<file path="src/rtl/wb_cmd_master_pkg.sv">
`default_nettype none
// ============================================================================
// wb_cmd_master_pkg
// Shared types and response status codes for the Wishbone command initiator.
// Revision: 1.0
// ============================================================================
package wb_cmd_master_pkg;

    typedef enum logic [1:0] {
        S_IDLE    = 2'd0,
        S_ACTIVE  = 2'd1,
        S_BACKOFF = 2'd2,
        S_RESP    = 2'd3
    } state_t;

    localparam logic [1:0] ST_OK        = 2'd0;
    localparam logic [1:0] ST_ERR       = 2'd1;
    localparam logic [1:0] ST_TIMEOUT   = 2'd2;
    localparam logic [1:0] ST_RETRY_EXH = 2'd3;

endpackage
`default_nettype wire

</file>
<file path="src/rtl/wb_cmd_master.sv">
`default_nettype none
// ============================================================================
// wb_cmd_master
// Wishbone classic initiator: one bus cycle per command with retry, timeout
// and a completion status returned on the response channel.
// Revision: 1.0
// ============================================================================
module wb_cmd_master
    import wb_cmd_master_pkg::*;
#(
    parameter int DATA_WIDTH     = 32,
    parameter int ADDR_WIDTH     = 32,
    parameter int SELECT_WIDTH   = DATA_WIDTH / 8,
    parameter int TIMEOUT_CYCLES = 255,
    parameter int RETRY_MAX      = 3
) (
    input  logic                    clk,
    input  logic                    rst,

    input  logic                    cmd_valid,
    output logic                    cmd_ready,
    input  logic                    cmd_we,
    input  logic [ADDR_WIDTH-1:0]   cmd_adr,
    input  logic [DATA_WIDTH-1:0]   cmd_dat,
    input  logic [SELECT_WIDTH-1:0] cmd_sel,

    output logic                    rsp_valid,
    input  logic                    rsp_ready,
    output logic [DATA_WIDTH-1:0]   rsp_dat,
    output logic [1:0]              rsp_status,

    output logic [ADDR_WIDTH-1:0]   wb_adr_o,
    output logic [DATA_WIDTH-1:0]   wb_dat_o,
    output logic [SELECT_WIDTH-1:0] wb_sel_o,
    output logic                    wb_we_o,
    output logic                    wb_cyc_o,
    output logic                    wb_stb_o,
    input  logic [DATA_WIDTH-1:0]   wb_dat_i,
    input  logic                    wb_ack_i,
    input  logic                    wb_err_i,
    input  logic                    wb_rty_i
);

    localparam int              TW          = $clog2(TIMEOUT_CYCLES + 1);
    localparam logic [TW-1:0]   C_TMO_MAX   = TW'(TIMEOUT_CYCLES);
    localparam logic [3:0]      C_RETRY_MAX = 4'(RETRY_MAX);

    state_t                  r_state;
    logic [TW-1:0]           r_tmo;
    logic [3:0]              r_retry;
    logic                    r_cyc;
    logic                    r_we;
    logic [ADDR_WIDTH-1:0]   r_adr;
    logic [DATA_WIDTH-1:0]   r_dat;
    logic [SELECT_WIDTH-1:0] r_sel;
    logic                    r_rsp_valid;
    logic [DATA_WIDTH-1:0]   r_rsp_dat;
    logic [1:0]              r_rsp_status;

    // cyc and stb share one register, so termination qualifies on it alone
    always_ff @(posedge clk) begin
        if (!rst) begin
            r_state      <= S_IDLE;
            r_tmo        <= '0;
            r_retry      <= '0;
            r_cyc        <= 1'b0;
            r_we         <= 1'b0;
            r_adr        <= '0;
            r_dat        <= '0;
            r_sel        <= '0;
            r_rsp_valid  <= 1'b0;
            r_rsp_dat    <= '0;
            r_rsp_status <= ST_OK;
        end else begin
            case (r_state)
                S_IDLE: begin
                    if (cmd_valid) begin
                        r_we    <= cmd_we;
                        r_adr   <= cmd_adr;
                        r_dat   <= cmd_dat;
                        r_sel   <= cmd_sel;
                        r_tmo   <= '0;
                        r_retry <= '0;
                        r_cyc   <= 1'b1;
                        r_state <= S_ACTIVE;
                    end
                end
                S_ACTIVE: begin
                    if (r_cyc && wb_err_i) begin
                        r_cyc        <= 1'b0;
                        r_rsp_valid  <= 1'b1;
                        r_rsp_status <= ST_ERR;
                        r_rsp_dat    <= '0;
                        r_state      <= S_RESP;
                    end else if (r_cyc && wb_ack_i) begin
                        r_cyc        <= 1'b0;
                        r_rsp_valid  <= 1'b1;
                        r_rsp_status <= ST_OK;
                        r_rsp_dat    <= r_we ? '0 : wb_dat_i;
                        r_state      <= S_RESP;
                    end else if (r_cyc && wb_rty_i) begin
                        r_cyc <= 1'b0;
                        if (r_retry == C_RETRY_MAX) begin
                            r_rsp_valid  <= 1'b1;
                            r_rsp_status <= ST_RETRY_EXH;
                            r_rsp_dat    <= '0;
                            r_state      <= S_RESP;
                        end else begin
                            r_retry <= r_retry + 4'd1;
                            r_state <= S_BACKOFF;
                        end
                    end else if (r_tmo == C_TMO_MAX) begin
                        r_cyc        <= 1'b0;
                        r_rsp_valid  <= 1'b1;
                        r_rsp_status <= ST_TIMEOUT;
                        r_rsp_dat    <= '0;
                        r_state      <= S_RESP;
                    end else begin
                        r_tmo <= r_tmo + 1'b1;
                    end
                end
                S_BACKOFF: begin
                    r_tmo   <= '0;
                    r_cyc   <= 1'b1;
                    r_state <= S_ACTIVE;
                end
                S_RESP: begin
                    if (rsp_ready) begin
                        r_rsp_valid <= 1'b0;
                        r_state     <= S_IDLE;
                    end
                end
                default: r_state <= S_IDLE;
            endcase
        end
    end

    assign cmd_ready  = (r_state == S_IDLE) && rst;
    assign rsp_valid  = r_rsp_valid;
    assign rsp_dat    = r_rsp_dat;
    assign rsp_status = r_rsp_status;
    assign wb_adr_o   = r_adr;
    assign wb_dat_o   = r_dat;
    assign wb_sel_o   = r_sel;
    assign wb_we_o    = r_we;
    assign wb_cyc_o   = r_cyc;
    assign wb_stb_o   = r_cyc;

endmodule
`default_nettype wire

</file>
<file path="config.mk">
export PLATFORM = sky130hd
export DESIGN_NAME = wb_cmd_master
export DESIGN_NICKNAME = d
export VERILOG_FILES = /design/src/rtl/wb_cmd_master_pkg.sv /design/src/rtl/wb_cmd_master.sv
export SDC_FILE = /design/constraint.sdc
export NUM_CORES = 1
export LEC_CHECK = 0
export ABC_AREA = 1
export CORE_ASPECT_RATIO = 1.5
export CORE_MARGIN = 2
export CORE_UTILIZATION = 26
export CTS_CLUSTER_DIAMETER = 100
export DETAILED_ROUTE_END_ITERATION = 8
export GPL_TIMING_DRIVEN = 0
export SKIP_CTS_REPAIR_TIMING = 1
export SLEW_MARGIN = 20
export SYNTH_ARGS = -nofsm -noshare
export SYNTH_HDL_FRONTEND = slang
export SYNTH_SLANG_ARGS = --single-unit
</file>
<file path="constraint.sdc">
create_clock -name clk -period 2 [get_ports clk]
set_input_delay 0.3 -clock clk [delete_from_list [all_inputs] [get_ports clk]]
set_output_delay 0.3 -clock clk [all_outputs]
set_load 0.1 [all_outputs]
</file>
==> impl_metrics.py, run 1 <==
metrics = {
    "status": {
        "status": "finished, final reports clean",
    },
    "global_route": {
        "grt_remaining_overflow": 0,
        "grt_max_degree": 17,
        "antenna_found_initial": 0,
        "grt_pass1_vias": 4883,
        "grtUsageTotal_pct": 15.2,
        "grt_pass1_wl_mm": 23.8,
    },
    "routing": {
        "drc": 0,
        "post_drt_wl_per_cell_um": 12.4,
        "ant_nets": 0,
        "dr_total_vias": 5043,
        "viasPerCell": 4.20,
        "drt-total-wl_mm": 14.9,
        "initialDrtViolationCount": 131,
        "first_pass_iters": 4,
    },
    "power_and_ir_drop": {
        "p_leak_nw": 4.98,
        "power.density_nw_per_um2": 1250,
        "vdd_drop_max_uv": 491,
    },
    "setup_path": {
        "r2r-end": "rsp_dat[23]$_SDFFE_PN0P_",
        "reg2regPathDepth": 9,
        "critical-path-top-delay-family": "buffers and inverters",
        "r2r_start": "r_tmo[0]$_SDFFE_PN0P_",
        "path_cells": "dlymetal6s2s_1",
        "crit_start": "wb_we_o$_SDFFE_PN0P_",
        "critical_path_class": "reg -> out",
        "startpoint_type": "register",
        "crit_fanout": 3,
        "crit_cells": 1,
        "cp_data_arrival_time_ps": 1650,
        "endpoint": "wb_we_o",
        "crit_required_ps": 1700,
        "r2r_slack_ps": 340,
        "worst_path_max_delay_cell": "dlymetal6s2s_1",
        "cp.buffers_inverters": 1,
        "slowest_delay_ps": 800,
        "cp-end-kind": "output port",
    },
    "cells_and_area": {
        "finalNetCount": 1045,
        "drive_gt1_share_pct": 6.01,
        "fillers": 1896,
        "final_cells": 1200,
        "antenna_cells": 0,
        "fin_area_sq_um": 8200,
        "area_growth_pct": 67.6,
    },
    "synth": {
        "synthTopCellsByArea": "dfxtp_1 49%, nor2_1 15%, nand2_1 9.5%",
        "yosys.area.top_type": "dfxtp_1",
        "syn_area_per_cell_sq_um": 6.97,
        "synth-seq-area-share_pct": 48.7,
        "synth_cell_type_count": 25,
        "ys_seq_elements": 119,
        "netlist_area_sq_um": 4890,
        "postSynth.asyncResetShare_pct": 0,
        "synth_most_common_cell": "nor2_1",
        "yosys_most_used_dff": "dfxtp_1",
        "synth_edf_count": 0,
        "syn_nets": 812,
        "synthTopCellsByCount": "190 x nor2_1, 124 x nand2_1, 119 x dfxtp_1, 73 x o21ai_0, 66 x inv_1",
        "synth_warnings": 0,
        "synthCells": 702,
        "synth_top_cell_area_share_pct": 48.7,
    },
    "clock_tree": {
        "cts_htree_levels": 4,
        "clk_pin_slew_ps": 60,
        "cts_root_buf": "clkbuf_16",
        "cts_tree": "done",
        "numCtsBuffers": 17,
        "clock_latency_ps": 410,
        "cts_max_path_buffers": 2,
        "clock_sinks": 119,
    },
    "timing": {
        "fin_tns_setup_ps": 0,
        "setup_viol": 0,
        "worst_pin_slew_ps": 1040,
        "rsz0062_at_grt": "false",
        "hold_ws_ps": 443,
        "worst_slack_ps": 48.2,
        "fin_worst_skew_ps": 10.4,
        "period_needed_ps": 1950,
        "hold_viol_final": 0,
        "drv_slew": 0,
        "min_period_over_period_pct": 97.6,
        "timing.fmax_mhz": 512,
        "slew_headroom_pct": 30.9,
    },
    "placement": {
        "dp_hpwl_mm": 11.2,
        "dpl_worst_slack_ps": -978,
        "place_congestion": 0.777,
        "place_area_sq_um": 7350,
        "placedCellCount": 1168,
        "portBuffers": 214,
    },
    "floorplan": {
        "die_y_um": 172,
        "core_sq_um": 18500,
        "row_count": 61,
        "start_util_pct": 26.5,
        "io_pins": 215,
        "die_w_um": 116,
        "die_area_sq_um": 19900,
    },
    "hold_path": {
        "hp-class": "reg -> reg",
    },
    "flow_run": {
        "cap_violations": 0,
    },
}
per-layer routing:
metal,vias to the layer above,GRT usage [%],wire (um)
met5,-,0,0
met4,0,5.69,316
met3,22,5.92,1030
met2,144,26.9,7830
met1,2224,16.2,5720
li1,2653,-,-
cell usage in the layout, fill, tap and decap left out:
cell | Yosys | routed
xor2_1 | 3 | 3
nor3_1 | 2 | 1
bufinv_16 | 0 | 2
clkbuf_16 | 0 | 17
nor3b_2 | 1 | 1
nor2_4 | 1 | 1
o21bai_1 | 1 | 1
clkbuf_4 | 0 | 1
clkdlybuf4s50_1 | 0 | 106
clkinvlp_4 | 0 | 4
nand2_4 | 2 | 2
nand3_1 | 34 | 34
nand2_1 | 124 | 124
buf_2 | 7 | 7
nand4_1 | 1 | 1
clkbuf_2 | 0 | 1
clkinv_4 | 0 | 2
clkinv_2 | 0 | 4
dfxtp_1 | 119 | 118
clkbuf_8 | 0 | 2
buf_4 | 3 | 3
dfxtp_2 | 0 | 1
buf_1 | 1 | 1
inv_2 | 1 | 1
ha_1 | 2 | 2
clkinv_1 | 1 | 1
nand3b_1 | 1 | 1
nand2_2 | 3 | 3
dlymetal6s2s_1 | 0 | 106
buf_6 | 4 | 4
nor3_2 | 0 | 1
clkbuf_1 | 24 | 25
nor2_1 | 190 | 190
xnor2_1 | 1 | 1
o21ai_0 | 73 | 73
inv_1 | 66 | 66
a21oi_1 | 37 | 37
logic make-up after synthesis:
| family | count (synthesis) | share of synthesized area [%] |
|---|---|---|
| AND/OR/NAND/NOR | 359 | 29.4 |
| flip-flops | 119 | 48.7 |
| AO/OA/AOI/OAI | 111 | 11.4 |
| buffers and inverters | 107 | 9.24 |
| adder cells (fa/ha/maj) | 2 | 0.512 |
| XOR/XNOR | 4 | 0.717 |
stage by stage:
stage,power [mW],util (%)
global route,10.8,44.4
CTS,10.4,43.0
detailed placement,7.36,39.8
finish,10.2,44.4
global placement,7.35,39.8
floorplan,6.23,-
registers in the layout (all words and copies together) (netlist names):
name        cells
wb_adr_o       32
rsp_status      2
rsp_valid       1
r_retry         4
r_state         2
r_tmo           8
wb_we_o         1
wb_sel_o        4
wb_dat_o       32
rsp_dat        32
wb_cyc_o        1
power breakdown:
group	leakage [nW]	internal [mW]	switching [mW]
sequential	0.979	2.71	0.172
combinational	3.72	1.07	3.29
clock	0.278	1.89	1.11
total	4.98	5.67	4.58
cell type report:
cell class / count / area [sq um] / share of cell area [%]
repair buffers: 214 / 2400 / 29.3
flip-flops and latches: 119 / 2380 / 29.1
multi-input cells: 476 / 2060 / 25.1
clock buffers: 20 / 457 / 5.57
well taps: 252 / 315 / 3.85
inverters: 68 / 255 / 3.11
plain buffers: 39 / 196 / 2.40
clock inverters: 12 / 128 / 1.56
how the worst min path moves through the flow:
| stage | startpoint | endpoint | cells after the start |
|---|---|---|---|
| after floorplan | wb_dat_i[2] | rsp_dat[2]$_SDFFE_PN0P_ | 2 |
| after global placement | rsp_status[1]$_SDFFE_PN0P_ | rsp_status[1]$_SDFFE_PN0P_ | 2 |
| after detailed placement | rsp_status[1]$_SDFFE_PN0P_ | rsp_status[1]$_SDFFE_PN0P_ | 2 |
| after CTS | rsp_status[1]$_SDFFE_PN0P_ | rsp_status[1]$_SDFFE_PN0P_ | 2 |
| after global routing | rsp_status[1]$_SDFFE_PN0P_ | rsp_status[1]$_SDFFE_PN0P_ | 2 |
| final | rsp_status[1]$_SDFFE_PN0P_ | rsp_status[1]$_SDFFE_PN0P_ | 2 |
(Power assumes the default switching activity.)
==> run 2, diff against run 1 <==
Settings changed: CORE_MARGIN 2 to unset.
==> impl_metrics.py, run 2 (synthesized netlist as in run 1, its figures left out) <==
metrics = {
    "status": {
        "status": "finished, final reports clean",
    },
    "setup_path": {
        "crit_cells": 1,
        "cp.buffers_inverters": 1,
        "worst_path_max_delay_cell": "dlymetal6s2s_1",
        "r2r_start": "r_tmo[0]$_SDFFE_PN0P_",
        "startpoint_type": "register",
        "r2r_slack_ps": 320,
        "endpoint": "wb_we_o",
        "path_cells": "dlymetal6s2s_1",
        "cp_data_arrival_time_ps": 1650,
        "crit_fanout": 3,
        "cp-end-kind": "output port",
        "reg2regPathDepth": 9,
        "crit_required_ps": 1700,
        "r2r-end": "rsp_dat[27]$_SDFFE_PN0P_",
        "critical_path_class": "reg -> out",
        "critical-path-top-delay-family": "buffers and inverters",
        "slowest_delay_ps": 780,
        "crit_start": "wb_we_o$_SDFFE_PN0P_",
    },
    "clock_tree": {
        "clk_pin_slew_ps": 60,
        "cts_root_buf": "clkbuf_16",
        "clock_latency_ps": 410,
        "cts_tree": "done",
        "numCtsBuffers": 17,
        "clock_sinks": 119,
        "cts_max_path_buffers": 2,
        "cts_htree_levels": 4,
    },
    "timing": {
        "worst_slack_ps": 54.8,
        "slew_headroom_pct": 31.6,
        "worst_pin_slew_ps": 1020,
        "rsz0062_at_grt": "false",
        "min_period_over_period_pct": 97.3,
        "fin_worst_skew_ps": 6.02,
        "fin_tns_setup_ps": 0,
        "timing.fmax_mhz": 514,
        "hold_viol_final": 0,
        "hold_ws_ps": 450,
        "drv_slew": 0,
        "setup_viol": 0,
        "period_needed_ps": 1950,
    },
    "routing": {
        "viasPerCell": 4.18,
        "drc": 0,
        "drt-total-wl_mm": 14.6,
        "post_drt_wl_per_cell_um": 12.2,
        "first_pass_iters": 4,
        "dr_total_vias": 5020,
        "ant_nets": 0,
        "initialDrtViolationCount": 179,
    },
    "cells_and_area": {
        "finalNetCount": 1045,
        "final_cell_mix": "190 x nor2_1, 124 x nand2_1, 118 x dfxtp_1",
        "area_growth_pct": 67.2,
        "final_cells": 1200,
        "drive_gt1_share_pct": 6.12,
        "antenna_cells": 0,
        "final_common_cell": "nor2_1",
    },
    "power_and_ir_drop": {
        "p_total_mw": 10.2,
        "vdd_drop_max_uv": 557,
        "power.density_nw_per_um2": 1240,
        "p_leak_nw": 4.97,
    },
    "floorplan": {
        "die_area_sq_um": 19400,
        "die_w_um": 114,
        "io_pins": 215,
        "core_sq_um": 18500,
        "die_y_um": 170,
        "start_util_pct": 26.5,
        "row_count": 61,
    },
    "placement": {
        "dpl_worst_slack_ps": -1010,
        "portBuffers": 214,
        "place_congestion": 0.776,
        "placedCellCount": 1168,
        "dp_hpwl_mm": 10.8,
    },
    "flow_run": {
        "cap_violations": 0,
    },
    "global_route": {
        "grt_pass1_vias": 4769,
        "antenna_found_initial": 0,
        "grt_max_degree": 17,
        "grt_remaining_overflow": 0,
        "grt_pass1_wl_mm": 23.1,
        "grtUsageTotal_pct": 15.3,
    },
    "hold_path": {
        "hp-class": "reg -> reg",
        "min_from": "rsp_status[1]$_SDFFE_PN0P_",
    },
}
==> run 2: changes by cell type in the layout (fill, tap and decap cells not counted), sizes merged <==
cell | before | now
bufinv | 2 | 1
clkbuf | 46 | 44
clkinv | 7 | 6
clkinvlp | 4 | 5
inv | 67 | 70
==> run 2: how the worst min path moves through the flow <==
stage / end / slack, ps / depth (start not counted)
after CTS: rsp_status[1]$_SDFFE_PN0P_ / 450 / 2
after detailed placement: rsp_status[1]$_SDFFE_PN0P_ / 440 / 2
after global placement: rsp_status[1]$_SDFFE_PN0P_ / 430 / 2
final: rsp_status[1]$_SDFFE_PN0P_ / 450 / 2
after floorplan: rsp_dat[2]$_SDFFE_PN0P_ / 440 / 2
after global routing: rsp_status[1]$_SDFFE_PN0P_ / 470 / 2
==> run 2: final cells by class <==
class	instances	area [sq um]
fill	1929	10300
timing repair buffer	214	2400
sequential	119	2380
multi-input combinational	476	2060
clock buffer	18	439
tap	252	315
inverter	68	255
buffer	39	196
clock inverter	14	126
==> run 2: per-stage QoR <==
stage / instance area, sq um / util, %
2_1_floorplan: 4900 / -
3_3_place_gp: 7350 / 39.8
3_5_place_dp: 7350 / 39.8
4_1_cts: 7920 / 42.9
5_1_grt: 8180 / 44.3
6_report: 8180 / 44.3
==> run 2: layer usage <==
metal | track usage [%] | wire, um
met5 | 0 | 0
met3 | 4.99 | 955
met4 | 7.00 | 393
met1 | 15.5 | 5630
met2 | 28.2 | 7620
==> run 2: power breakdown <==
part | switching, mW | internal (mW) | total (mW)
clock network | 1.17 | 1.75 | 2.92
logic | 3.29 | 1.07 | 4.36
registers | 0.172 | 2.71 | 2.88
